$ cat src/rtl/mux_n_pipe_if.sv
`default_nettype none
// ============================================================================
// Module      : mux_n_pipe_if
// Description : Valid/ready bus bundle for mux_n_pipe (inputs, output, error).
// Revision    : 1.0 - initial release
// ============================================================================
interface mux_n_pipe_if #(
  parameter int WIDTH = 32,
  parameter int N     = 3,
  parameter int SELW  = 2
) ();
  logic [WIDTH*N-1:0] in_data;
  logic [SELW-1:0]    sel;
  logic               in_valid;
  logic               in_ready;
  logic [WIDTH-1:0]   out_data;
  logic               out_valid;
  logic               out_ready;
  logic               sel_err;
  logic               err_clr;

  modport master (
    output in_data, sel, in_valid, out_ready, err_clr,
    input  in_ready, out_data, out_valid, sel_err
  );

  modport slave (
    input  in_data, sel, in_valid, out_ready, err_clr,
    output in_ready, out_data, out_valid, sel_err
  );
endinterface
`default_nettype wire

$ cat src/rtl/mux_n_pipe.sv
`default_nettype none
// ============================================================================
// Module      : mux_n_pipe
// Description : N-way select feeding a STAGES-deep elastic valid/ready pipe.
//               Macro MUX_N_PIPE_OOR_TRAP_EN drops out-of-range selects;
//               otherwise they pass input N-1. Both flag sticky sel_err.
// Revision    : 1.0 - initial release
// ============================================================================
module mux_n_pipe #(
  parameter int WIDTH  = 32,
  parameter int N      = 3,
  parameter int SELW   = 2,
  parameter int STAGES = 1
) (
  input  logic         clk,
  input  logic         rst_n,
  mux_n_pipe_if.slave  bus
);
  localparam int c_last = STAGES - 1;

  if ((N < 2) || (N > 16) || ((2 ** SELW) < N) || (STAGES < 1) || (STAGES > 4))
  begin : g_bad_params
    $error("mux_n_pipe: illegal parameter combination");
  end

  logic [STAGES-1:0] r_vld;
  logic [WIDTH-1:0]  r_data     [STAGES];
  logic              r_sel_err;

  logic              w_sel_oor;
  logic [WIDTH-1:0]  w_sel_data;
  logic              w_in_beat;
  logic              w_accept;
  logic              w_room;
  logic [STAGES-1:0] w_load;
  logic [STAGES-1:0] w_nxt_vld;
  logic [WIDTH-1:0]  w_nxt_data [STAGES];

  // Default to input N-1 so an out-of-range select falls through to it.
  always_comb begin
    w_sel_oor  = (int'(bus.sel) >= N);
    w_sel_data = bus.in_data[(N-1)*WIDTH +: WIDTH];
    for (int i = 0; i < N - 1; i++) begin
      if (int'(bus.sel) == i) w_sel_data = bus.in_data[i*WIDTH +: WIDTH];
    end
  end

`ifdef MUX_N_PIPE_OOR_TRAP_EN
  assign w_in_beat = bus.in_valid && !w_sel_oor;
`else
  assign w_in_beat = bus.in_valid;
`endif

  // A stage may load iff it or any later stage has a free slot, or the
  // consumer is draining the head; the chain is unrolled to avoid a loop.
  always_comb begin
    w_room = bus.out_ready;
    w_load = '0;
    for (int k = STAGES - 1; k >= 0; k--) begin
      w_room    = w_room | ~r_vld[k];
      w_load[k] = w_room;
    end
  end

  always_comb begin
    w_nxt_vld[0]  = w_in_beat;
    w_nxt_data[0] = w_sel_data;
    for (int k = 1; k < STAGES; k++) begin
      w_nxt_vld[k]  = r_vld[k-1];
      w_nxt_data[k] = r_data[k-1];
    end
  end

  assign w_accept = bus.in_valid && w_load[0];

  // Data only moves with a valid beat, so idle output keeps its last value.
  always_ff @(posedge clk or negedge rst_n) begin
    if (!rst_n) begin
      r_vld     <= '0;
      r_sel_err <= 1'b0;
      for (int k = 0; k < STAGES; k++) r_data[k] <= '0;
    end else begin
      for (int k = 0; k < STAGES; k++) begin
        if (w_load[k]) begin
          r_vld[k] <= w_nxt_vld[k];
          if (w_nxt_vld[k]) r_data[k] <= w_nxt_data[k];
        end
      end
      if (w_accept && w_sel_oor) r_sel_err <= 1'b1;
      else if (bus.err_clr)      r_sel_err <= 1'b0;
    end
  end

  assign bus.in_ready  = w_load[0];
  assign bus.out_valid = r_vld[c_last];
  assign bus.out_data  = r_data[c_last];
  assign bus.sel_err   = r_sel_err;
endmodule
`default_nettype wire
$ cat src/flat_wrapper.sv
// flat-port wrapper written by rule: the top's interface ports become plain ports
module mux_n_pipe_flat 
#(
  parameter int WIDTH  = 32,
  parameter int N      = 3,
  parameter int SELW   = 2,
  parameter int STAGES = 1
)
  (clk, rst_n, bus_in_data, bus_sel, bus_in_valid, bus_out_ready, bus_err_clr, bus_in_ready, bus_out_data, bus_out_valid, bus_sel_err);
  mux_n_pipe_if #(.WIDTH(WIDTH), .N(N), .SELW(SELW)) bus_i ();
  input  logic clk;
  input  logic rst_n;
  input wire logic [$bits(bus_i.in_data)-1:0] bus_in_data;
  input wire logic [$bits(bus_i.sel)-1:0] bus_sel;
  input wire logic [$bits(bus_i.in_valid)-1:0] bus_in_valid;
  input wire logic [$bits(bus_i.out_ready)-1:0] bus_out_ready;
  input wire logic [$bits(bus_i.err_clr)-1:0] bus_err_clr;
  output wire logic [$bits(bus_i.in_ready)-1:0] bus_in_ready;
  output wire logic [$bits(bus_i.out_data)-1:0] bus_out_data;
  output wire logic [$bits(bus_i.out_valid)-1:0] bus_out_valid;
  output wire logic [$bits(bus_i.sel_err)-1:0] bus_sel_err;
  assign bus_i.in_data = bus_in_data;
  assign bus_i.sel = bus_sel;
  assign bus_i.in_valid = bus_in_valid;
  assign bus_i.out_ready = bus_out_ready;
  assign bus_i.err_clr = bus_err_clr;
  assign bus_in_ready = bus_i.in_ready;
  assign bus_out_data = bus_i.out_data;
  assign bus_out_valid = bus_i.out_valid;
  assign bus_sel_err = bus_i.sel_err;
  mux_n_pipe #(.WIDTH(WIDTH), .N(N), .SELW(SELW), .STAGES(STAGES)) u_core (.clk(clk), .rst_n(rst_n), .bus(bus_i));
endmodule
$ cat config.mk
export PLATFORM = sky130hd
export DESIGN_NAME = mux_n_pipe_flat
export DESIGN_NICKNAME = d
export VERILOG_FILES = /design/src/rtl/mux_n_pipe_if.sv /design/src/rtl/mux_n_pipe.sv /design/src/flat_wrapper.sv
export SDC_FILE = /design/constraint.sdc
export NUM_CORES = 1
export LEC_CHECK = 0
export CAP_MARGIN = 30
export CORE_MARGIN = 3
export CORE_UTILIZATION = 39
export CTS_BUF_LIST = sky130_fd_sc_hd__clkbuf_2 sky130_fd_sc_hd__clkbuf_4 sky130_fd_sc_hd__clkbuf_8
export DETAILED_ROUTE_END_ITERATION = 16
export PLACE_DENSITY = 0.94
export RECOVER_POWER = 100
export SLEW_MARGIN = 20
export SYNTH_ARGS = -nofsm -noshare
export SYNTH_HDL_FRONTEND = slang
export SYNTH_SLANG_ARGS = --single-unit
$ cat constraint.sdc
create_clock -name clk -period 1.3 [get_ports clk]
set_input_delay 0.13 -clock clk [delete_from_list [all_inputs] [get_ports clk]]
set_output_delay 0.13 -clock clk [all_outputs]
set_load 0.1 [all_outputs]
* Yosys cells after proc, flatten, opt, wreduce, memory -nomap -nowiden
Cells that the tools add are included.
Word-level totals: register bits 34, bits of input ports 103, output and inout bits 35, word-level logic and storage cells 16
Cells by class: magnitude comparators 1, equality and inequality tests 1, muxes and demuxes 4, bitwise logic cells 2, reductions and logical operators 5
Operator list (count):
- 2-to-1 mux 32 bit | 2
- equality test 2 bit, second input constant | 1
- greater-or-equal comparator 2 bit, second input constant | 1
- logical AND 1 bit | 2
- zero test 2 bit | 1
- 2-to-1 mux 1 bit | 2
- AND reduction 2 bit | 1
- nonzero test 2 bit | 1
- NOT 1 bit | 1
- bitwise OR 1 bit | 1

* Logic depth before layout (Yosys ltp)
depth in word-level cells 5, mapped depth 5, mapped depth without buffers 3

* Worst setup path before layout
OpenSTA, ideal clock, no wires.
kind reg2reg, from register u_core.r_vld, in the netlist u_core.bus.out_valid, to register u_core.r_data, in the netlist u_core.bus.out_data[0], library setup time 0.078 ns, data arrival time 1.833 ns, required time 1.222 ns, setup slack -0.611 ns, stages on the path, launching flop included 6, buffers on the path 2, clock period less this slack 1.911 ns, cell sequence dfrtp_1 > nand2b_1 > buf_4 > buf_2 > nand3_1 > o2bb2ai_1
Between the ends: longest elaborated chain between the ends 3
RTL lines:
- start: declaration | RTL line mux_n_pipe.sv:26 | logic [STAGES-1:0] r_vld;
- start signal: indexed assignment | RTL line mux_n_pipe.sv:85 | r_vld[k] <= w_nxt_vld[k];
- NOT 1 bit | RTL line mux_n_pipe.sv:60 | w_room = w_room | ~r_vld[k];
- bitwise OR 1 bit | RTL line mux_n_pipe.sv:60
- net bus_in_ready | RTL line flat_wrapper.sv:18 | output wire logic [$bits(bus_i.in_ready)-1:0] bus_in_ready;
- AND reduction 2 bit (no line)
- end signal: indexed assignment | RTL line mux_n_pipe.sv:86 | if (w_nxt_vld[k]) r_data[k] <= w_nxt_data[k];
- end: declaration | RTL line mux_n_pipe.sv:27 | logic [WIDTH-1:0] r_data [STAGES];
The timed path passes the listed nets, and every way through them passes these cells. A chain may end at the register's enable or synchronous reset.

* Worst setup path in the final report
from register u_core.r_vld, in the netlist u_core.bus.out_valid, to output port bus_in_ready
Between the ends: longest elaborated chain between the ends 2
RTL lines (RTL line):
- NOT 1 bit | mux_n_pipe.sv:60
- bitwise OR 1 bit | mux_n_pipe.sv:60
- end: declaration | flat_wrapper.sv:18
No other way between the ends.

==> summary.md <==
| Metric | Value |
|---|---|
| Worst Path Buf+Inv | 2 |
| Sw frac | around 47% |
| Seq/Total Area, Yosys | between 30% and 40% |
| Sw Pwr | between 0.002 and 0.0025 W |
| CP startpoint kind | flip-flop |
| Max Cap Viol | 0 |
| Grt ovf | 0 |
| Number of global-route vias before repair | 2460 |
| Area of the multi-input gates | around 1300 µm² |
| Unrepaired setup endpoints after global routing | true |
| IO Pins | 138 |
| DR iter-0 viols | 85 |
| Largest cells by area after synthesis | dfrtp_1 36%, a211oi_2 15%, o2bb2ai_1 12% |
| Vias after detailed routing | about 2300 |
| Critical path's slowest cell | dfrtp_4 |
| CTS Buffer Depth | 2 |
| Run status | finished clean |
| DRT antenna net count | 0 |
| Hold Startpoint | bus_sel[1] |
| Clock share of power | between 10% and 20% |
| Pleak | 1.530 nW |
| Commonest cells after routing, fill and taps aside | 99 x clkdlybuf4s50_1, 35 x clkbuf_4, 33 x nand2b_1, 33 x dfrtp_1, 32 x nand3_1 |
| Worst-Skew Late Latency | approximately 0.28 ns |
| Fill count | approximately 430 |
| Slew Viols, Final | 0 |
| Pwr per Cell Area | roughly 1200 nW/µm² |
| R2R depth | 5 |
| Area leader, netlist | dfrtp_1 |
| Root Buffer | clkbuf_8 |
| Worst-Margin Slew | 0.4746 ns |
| Cell area after layout | 3805 µm² |
| Netlist Area Pre-Place | roughly 2400 µm² |
| Mux cell area share after synthesis | 0% |
| Most common cell after layout, fill and taps aside | clkdlybuf4s50_1 |
| Starting density of the core | around two fifths |
| Port Buf Inserts | roughly 140 |
| Reg power frac | 29.8% |
| CTS tree | yes |
| Synthesized-area fraction occupied by adder cells | 0% |
| Met2 WL | about 4100 µm |
| Worst endpoint data arrival time | ~1.2 ns |
| RR Startpoint | u_core.bus.out_valid$_DFFE_PN0P_ |
| Crit-path max FO | 3 |
| Syn Area/Cell | between 10 and 15 µm² |
| Pint | 0.002349 W |
| Layout cells sized above 1 | 25.63% |
| Fin. Hold Viols | 0 |
| Setup WS pre-CTS | -0.1014 ns |
| Endpoints failing setup | 0 |
| Min-Delay Endpoint | u_core.bus.sel_err$_DFFE_PN0P_ |
| Crit Reg-Reg Endpoint | u_core.bus.out_data[24]$_DFFE_PN0P_ |
| Clock sinks | 34 |
| Slew Limit Headroom | between 60% and 70% |
| Simple-gate share of the synthesized area | around a quarter |
| CP Capture Type | output pin |
| Number of synthesized register bits | 34 |
| GRT Resource Usage Total | 21.66% |
| Largest family of logic cells by synthesized area | compound AO/OA/AOI/OAI gates |
| M1 WL | 3003 µm |
| Power share of the combinational group | 52.8% |
| Via density per instance | roughly 5.3 |
| Post-Synthesis Cells | 225 |
| Syn_nets | 328 |
| Worst Slack Setup Final | approximately 0.00053 ns |
| CP required | between 1 and 1.5 ns |
| First-pass GRT wire length | 12370 µm |
| Highest routed layer | met4 |
| Placed cells | about 420 |
| Sequential Area | between 800 and 900 µm² |
| Min-Delay Path Class | in2reg |
| Routability cong. | between 0.8 and 0.9 |
| Worst R2R Setup Slack | 0.03 ns |
| # diodes | 0 |
| Post-Synth XOR/XNOR Area | 0% |
| Largest net degree at the start of global routing | 39 |
| Fmax | 769.5 MHz |
| Crit path kind | reg2out |
| TritonRoute pass-1 iters | 4 |
| Final Skew | approximately 0.0041 ns |
| CP top delay family | flip-flops |
| Initial antenna violation count | 0 |
| Final worst path period share | 99.96% |
| WHS Path Cells | 4 |
| Yosys cell types | 17 |
| Die Y | between 80 and 90 µm |
| Metal3 WL | roughly 440 µm |
| Die Area | roughly 7000 µm² |
| Wire per inst | between 15 and 20 µm |
| # rows | 27 |
| Peak VDD IR | between 0.7 and 0.8 mV |
| CTS H-Tree Depth | 2 |
| Drt drc | 0 |
| Clock slew at reported path FFs | around 0.070 ns |
| Placed Area | 4114 µm² |
| Yosys warns | 0 |
| Final hold slack | ~0.34 ns |
| Non-Filler Instances | approximately 430 |
| Layout Nets | 462 |
| Tmin final | between 1 and 1.5 ns |
| Area grow syn2layout | 61.07% |
| Compound-Gate Fraction of Synth Area | approximately 28% |
| Synth top area share | a little over a third |
| Post-detail-place hpwl | ~6000 µm |
| Die width | about 84 µm |
| Core area | approximately 5700 µm² |
| Crit path largest cell delay | around 0.5 ns |
| DRT Wirelength | 7630 µm |
| Cells along the critical path | nand2b_4 -> buf_6 -> buf_12 |
| TritonCTS Buffers | 5 |
cells in the mapped netlist:
library cell / n
nand3_1: 32
inv_1: 1
dfrtp_1: 34
clkbuf_1: 3
nand2_1: 1
o2bb2ai_1: 32
buf_4: 3
buf_2: 9
and2b_1: 17
nand2_4: 1
a211oi_2: 29
a211oi_1: 3
buf_6: 6
nand2b_1: 34
nor2b_1: 15
o22ai_1: 1
buf_12: 4
per-stage QoR:
step	utilization, %	TNS [ns]	total power [W]
final	67.04	0	0.004411
after global routing	67.04	-0.1431	0.004586
after CTS	74.74	0	0.004941
after detailed placement	72.49	-1.986	0.004153
after global placement	72.49	-0.5447	0.004103
after floorplan	-	-0.8637	0.002949
power by group through the flow:
stage | combinational (W) | clock [W] | sequential (W)
after floorplan | 0.000493 | 0 | 0.00246
after global placement | 0.00270 | 0 | 0.00140
after detailed placement | 0.00274 | 0 | 0.00141
after CTS | 0.00276 | 0.000782 | 0.00140
after global routing | 0.00242 | 0.000838 | 0.00133
final | 0.00233 | 0.000769 | 0.00131
kinds of logic after synthesis:
kind of cell	Yosys count
compound gates	65
flops	34
simple gates	100
buf+inv	26
cell type report:
| class | count | share of cell area (%) |
|---|---|---|
| well taps | 72 | 2.368 |
| repair buffers | 152 | 38.87 |
| flip-flops and latches | 34 | 22.46 |
| inverters | 1 | 0.09865 |
| clock buffers | 7 | 2.203 |
| multi-input cells | 165 | 34.00 |
tightest hold or removal path: cells and delay by family:
family / cells / cell delay, ns
AOI/OAI and AO/OA: 1 / 0.06
buffers and inverters: 2 / 0.30
and+or+nand+nor: 1 / 0.07
registers in the layout, indices dropped and copies added (netlist names):
name,flops
u_core.bus.sel_err,1
u_core.bus.out_data,32
u_core.bus.out_valid,1
layer usage:
metal | GRT usage (%) | vias up
met3 | 4.837 | 11
met5 | 0 | -
met2 | 39.41 | 96
met4 | 6.579 | 0
met1 | 25.15 | 1098
li1 | - | 1082
worst max path at each step:
stage,cells after the start,startpoint,end
finish,3,u_core.bus.out_valid$_DFFE_PN0P_,bus_in_ready
floorplan,5,u_core.bus.out_valid$_DFFE_PN0P_,u_core.bus.out_data[0]$_DFFE_PN0P_
detailed placement,5,bus_out_ready,u_core.bus.out_data[3]$_DFFE_PN0P_
global placement,5,bus_out_ready,u_core.bus.out_data[26]$_DFFE_PN0P_
CTS,3,u_core.bus.out_valid$_DFFE_PN0P_,bus_in_ready
global route,3,u_core.bus.out_valid$_DFFE_PN0P_,bus_in_ready
what timing repair did:
action	4_1_cts	5_1_grt
endpoints found under the hold margin	16	0
resized for setup	2	3
setup buffers	3	0
hold buffers	1	0
setup endpoints to repair	1	18
No activity file was read; power rests on OpenSTA's default activity.
